### config.mk
export PLATFORM = sky130hd
export DESIGN_NAME = fifo_wr_arbiter
export DESIGN_NICKNAME = d
export VERILOG_FILES = /design/src/rtl/fifo_wr_arbiter.sv
export SDC_FILE = /design/constraint.sdc
export NUM_CORES = 1
export LEC_CHECK = 0
export CORE_MARGIN = 3
export CORE_UTILIZATION = 25
export CTS_CLUSTER_DIAMETER = 120
export CTS_CLUSTER_SIZE = 30
export DETAILED_ROUTE_END_ITERATION = 10
export PLACE_DENSITY = 0.85
export SLEW_MARGIN = 5
export SYNTH_ARGS = -nofsm -noshare
export SYNTH_HDL_FRONTEND = slang
export SYNTH_SLANG_ARGS = --single-unit
### constraint.sdc
create_clock -name clock -period 2.5 [get_ports clock]
set_input_delay 0.75 -clock clock [delete_from_list [all_inputs] [get_ports clock]]
set_output_delay 0.75 -clock clock [all_outputs]
set_load 0.05 [all_outputs]
### src/rtl/fifo_wr_arbiter.sv
// fifo_wr_arbiter: round-robin burst arbiter sharing one fifo write port.
// Ports: clock/resetn, req_valid/req_data/req_ready, fifo_full, fifo_wr_en/fifo_data_in, grant_id/busy.
module fifo_wr_arbiter #(
  parameter int NUM_REQ    = 4,
  parameter int DATA_WIDTH = 32,
  parameter int BURST_MAX  = 4
) (
  input  logic                          clock,
  input  logic                          resetn,
  input  logic [NUM_REQ-1:0]            req_valid,
  input  logic [NUM_REQ*DATA_WIDTH-1:0] req_data,
  output logic [NUM_REQ-1:0]            req_ready,
  input  logic                          fifo_full,
  output logic                          fifo_wr_en,
  output logic [DATA_WIDTH-1:0]         fifo_data_in,
  output logic [$clog2(NUM_REQ)-1:0]    grant_id,
  output logic                          busy
);

  localparam int IW = $clog2(NUM_REQ);
  localparam int BW = (BURST_MAX > 1) ? $clog2(BURST_MAX) : 1;

  typedef enum logic {
    IDLE,
    GRANT
  } state_t;

  state_t        r_state;
  state_t        w_state_nxt;
  logic [IW-1:0] r_owner;
  logic [IW-1:0] w_owner_nxt;
  logic [IW-1:0] r_last;
  logic [IW-1:0] w_last_nxt;
  logic [BW-1:0] r_beat;
  logic [BW-1:0] w_beat_nxt;
  logic [IW-1:0] w_pick;
  logic [IW-1:0] w_idx;
  logic          w_found;
  logic          w_act;
  logic          w_own_vld;
  logic          w_wr;

  always_ff @(posedge clock) begin
    if (!resetn) begin
      r_state <= IDLE;
      r_owner <= '0;
      r_last  <= IW'(NUM_REQ - 1);
      r_beat  <= '0;
    end else begin
      r_state <= w_state_nxt;
      r_owner <= w_owner_nxt;
      r_last  <= w_last_nxt;
      r_beat  <= w_beat_nxt;
    end
  end

  // Search starts just after the previous owner so every
  // requester is reached within NUM_REQ grants.
  always_comb begin
    w_pick  = '0;
    w_idx   = '0;
    w_found = 1'b0;
    for (int k = 1; k <= NUM_REQ; k++) begin
      w_idx = IW'((int'(r_last) + k) % NUM_REQ);
      if (!w_found && req_valid[w_idx]) begin
        w_found = 1'b1;
        w_pick  = w_idx;
      end
    end
  end

  always_comb begin
    w_state_nxt  = r_state;
    w_owner_nxt  = r_owner;
    w_last_nxt   = r_last;
    w_beat_nxt   = r_beat;
    req_ready    = '0;
    fifo_data_in = '0;
    // resetn gating keeps the reset cycle write-free
    w_act        = (r_state == GRANT) && resetn;
    w_own_vld    = req_valid[r_owner];
    w_wr         = w_act && w_own_vld && !fifo_full;
    fifo_wr_en   = w_wr;
    if (w_act) begin
      req_ready[r_owner] = !fifo_full;
    end
    if (w_wr) begin
      fifo_data_in =
        req_data[int'(r_owner)*DATA_WIDTH +: DATA_WIDTH];
    end
    unique case (r_state)
      IDLE: begin
        if (w_found) begin
          w_state_nxt = GRANT;
          w_owner_nxt = w_pick;
          w_beat_nxt  = '0;
        end
      end
      GRANT: begin
        if (w_wr) begin
          w_beat_nxt = r_beat + BW'(1);
        end
        if (!w_own_vld ||
            (w_wr && r_beat == BW'(BURST_MAX - 1))) begin
          w_state_nxt = IDLE;
          w_last_nxt  = r_owner;
        end
      end
      default: w_state_nxt = IDLE;
    endcase
  end

  assign grant_id = r_owner;
  assign busy     = (r_state == GRANT);

endmodule

==> results.yml <==
run_status:
  status: "finished with violations"
  violations: "setup timing"
timing:
  finalHoldViolations: 0
  rsz0062_at_grt: "yes"
  max_freq_ghz: 0.365
  period_minus_slack_ps: 2740
  setup_viol: 33
  maxSlewHeadroom: 0.669
  post-route-period-util: 1.10
  fin_ws_ps: -241
  skew_ps: 0.631
  worst_slew_pin_slew_ps: 495
  drv_slew: 0
routing:
  ant_nets: 0
  wl_per_cell_um: 19.6
  first_pass_iters: 4
  vias: 2154
  via_per_inst: 5.22
  wl_um: 8100
  drt_iter0_drc: 89
  drc: 0
die:
  die_y_um: 83.8
  std_cell_rows: 27
  fp.dieArea_um2: 7020
  ios: 175
  dieWidth_um: 83.8
  coreArea_um2: 5680
  start_util: 0.267
flow_run:
  cap_violations: 0
logic_synthesis:
  synthCells: 146
  synth_top_family_by_area: "multiplexers"
  syn-cell-area_um2: 1510
  synth_xor_area_frac: 0
  seq_area_frac_synth: 0.0926
  yosysWarnings: 0
  yosys-mux-area-fraction: 0.512
  synthAdderAreaFrac: 0.00827
  avgSynthCellArea_um2: 10.4
  async_reset_ff_frac: 0
  synth-simple-area-share: 0.245
  ys_ff_latch: 7
  synth_fp_nets: 282
  synth.distinct_cells: 32
  synth_edf_count: 0
  synth_compound_area_frac: 0.0678
  synth-main-ff-cell: "dfxtp_1"
setup_path:
  crit_fanout: 1
  cp-end-kind: "primary output"
  cp_slowest_cell: "mux4_2"
  timing.setup.critical_path_class: "in -> out"
  critPathLaunchType: "input port"
  worstPathRequired_ps: 1750
  crit_arrival_ps: 1990
  cp_cell_sequence: "clkdlybuf4s50_1 -> mux4_2 -> and3_4 -> buf_12"
  path_buf_inv: 2
  max_stage_delay_ps: 480
  critPathTopFamily: "buffers and inverters"
hold_path:
  worstHoldPathType: "reg -> reg"
finish:
  num_antenna_cells: 0
  fillers: 375
  layout.nets: 478
  fin_cells: 413
  drive_above_1_share: 0.463
  multi_input_area_um2: 1450
  regArea_um2: 143
  area_delta_synth_final_pct: 187
cts:
  clk_path_buf_depth: 2
  htreeDepth: 1
  cts_tree: "yes"
  worstSkewPairLatency_ps: 230
  clockRootBuffer: "clkbuf_8"
  numCtsBuffers: 3
  clk_pin_slew_worst_paths_ps: 40
  clock_sinks: 7
power:
  total_power_uw: 1260
  p_per_area_nw_per_um2: 290
  ir_worst_vdd_v: 0.000255
  p_leak_uw: 0.00192
placed_design:
  gp_congestion: 0.812
  io_buffers: 174
  dp_cells: 393
  hpwl_um: 6220
global_route:
  gr-total-overflow: 0
  antenna_found_initial: 0
  grt_pass1_vias: 2391
  grt_max_degree: 23
  grt_pass1_wl_um: 12900
  grt_usage: 0.231
## timing repair
action | CTS | global route
pin swaps | 21 | 12
endpoints found under the setup margin | 37 | 35
hold buffers | 0 | 0
setup buffers | 9 | 1
resized for setup | 97 | 26
gates cloned | 6 | 0
## worst paths after layout
| path | cells after the start | slack [ps] | to | start |
|---|---|---|---|---|
| worst min-delay path | 2 | 490 | r_beat[1] | r_beat[1] |
| worst max-delay path | 4 | -240 | fifo_data_in[7] | req_data[103] |
| worst min register to register | 2 | 490 | r_beat[1] | r_beat[1] |
| worst max register to register | 7 | 470 | r_beat[0] | grant_id[0] |
## metrics by stage
stage	util	cell area (µm²)	hold WS [ps]	worst slack [ps]	setup TNS (ps)
2_1_floorplan	-	1690	450	-113	-2260
3_3_place_gp	0.698	3960	458	-512	-16410
3_5_place_dp	0.698	3960	483	-537	-17140
4_1_cts	0.752	4270	488	-234	-6950
5_1_grt	0.766	4350	511	-265	-8010
6_report	0.766	4350	485	-241	-6980
## flip-flops by register name (all words and copies together) (netlist names)
| register | cells |
|---|---|
| r_beat | 2 |
| r_last | 2 |
| grant_id | 2 |
| busy | 1 |
## power breakdown
part	total (µW)	internal, µW	leakage, µW	switching, µW
sequential	151	125	0.0000583	25.7
combinational	946	581	0.00183	365
clock	165	111	0.0000228	53.8
## layer usage
metal | vias to the layer above | global-route usage | part of all wire
met5 | - | 0 | 0
met4 | 0 | 0.0629 | 0.023
met3 | 18 | 0.0434 | 0.063
met2 | 110 | 0.456 | 0.57
met1 | 1042 | 0.245 | 0.34
li1 | 984 | - | -
## layout by cell type (no fill, tap or decap), drive strengths merged, types with 2 or more instances in the layout
cell type | netlist | layout
nand3b | 2 | 2
clkbuf | 9 | 4
nor2 | 8 | 8
inv | 6 | 6
nand2 | 7 | 7
mux2i | 2 | 2
nand2b | 3 | 3
and3 | 35 | 35
mux4 | 33 | 33
a21oi | 4 | 4
o21ai | 3 | 3
clkdlybuf4s50 | 0 | 67
dfxtp | 7 | 7
nor3b | 2 | 2
buf | 9 | 80
and3b | 3 | 3
dlymetal6s2s | 0 | 22
dlygate4sd2 | 0 | 40
## Yosys cell counts (2+ instances only)
cell	instances	area share
nand2_1	6	0.015
o21ai_0	3	0.0099
clkbuf_1	9	0.022
mux2i_1	2	0.013
dfxtp_1	7	0.093
nor2_1	8	0.020
and3b_1	3	0.017
a21oi_1	4	0.013
nor3b_1	2	0.0099
inv_1	5	0.012
nand2b_1	3	0.012
buf_2	6	0.020
and3_1	35	0.14
buf_4	2	0.0099
mux4_2	33	0.49
nand3b_1	2	0.0099
## worst register-to-register path, delay by kind of cell, from the launching register on
family / cells / cell delay, ps
buffers and inverters: 3 / 450
AND/OR/NAND/NOR: 2 / 160
flip-flops: 1 / 450
multiplexers: 2 / 920
## cell type report
class | instances | area share
Clock buffer | 4 | 0.0104
Inverter | 6 | 0.00576
Multi-Input combinational cell | 115 | 0.334
Sequential cell | 7 | 0.0328
Tap cell | 72 | 0.0207
Timing Repair Buffer | 209 | 0.596
## cell families (layout without fill, tap and decap cells)
group	Yosys count	after routing
simple gates	63	63
buf+inv	24	219
compound gates	15	15
mux	36	36
flops	7	7
fa+ha+maj	1	1
No activity file was read; power rests on OpenSTA's default activity.
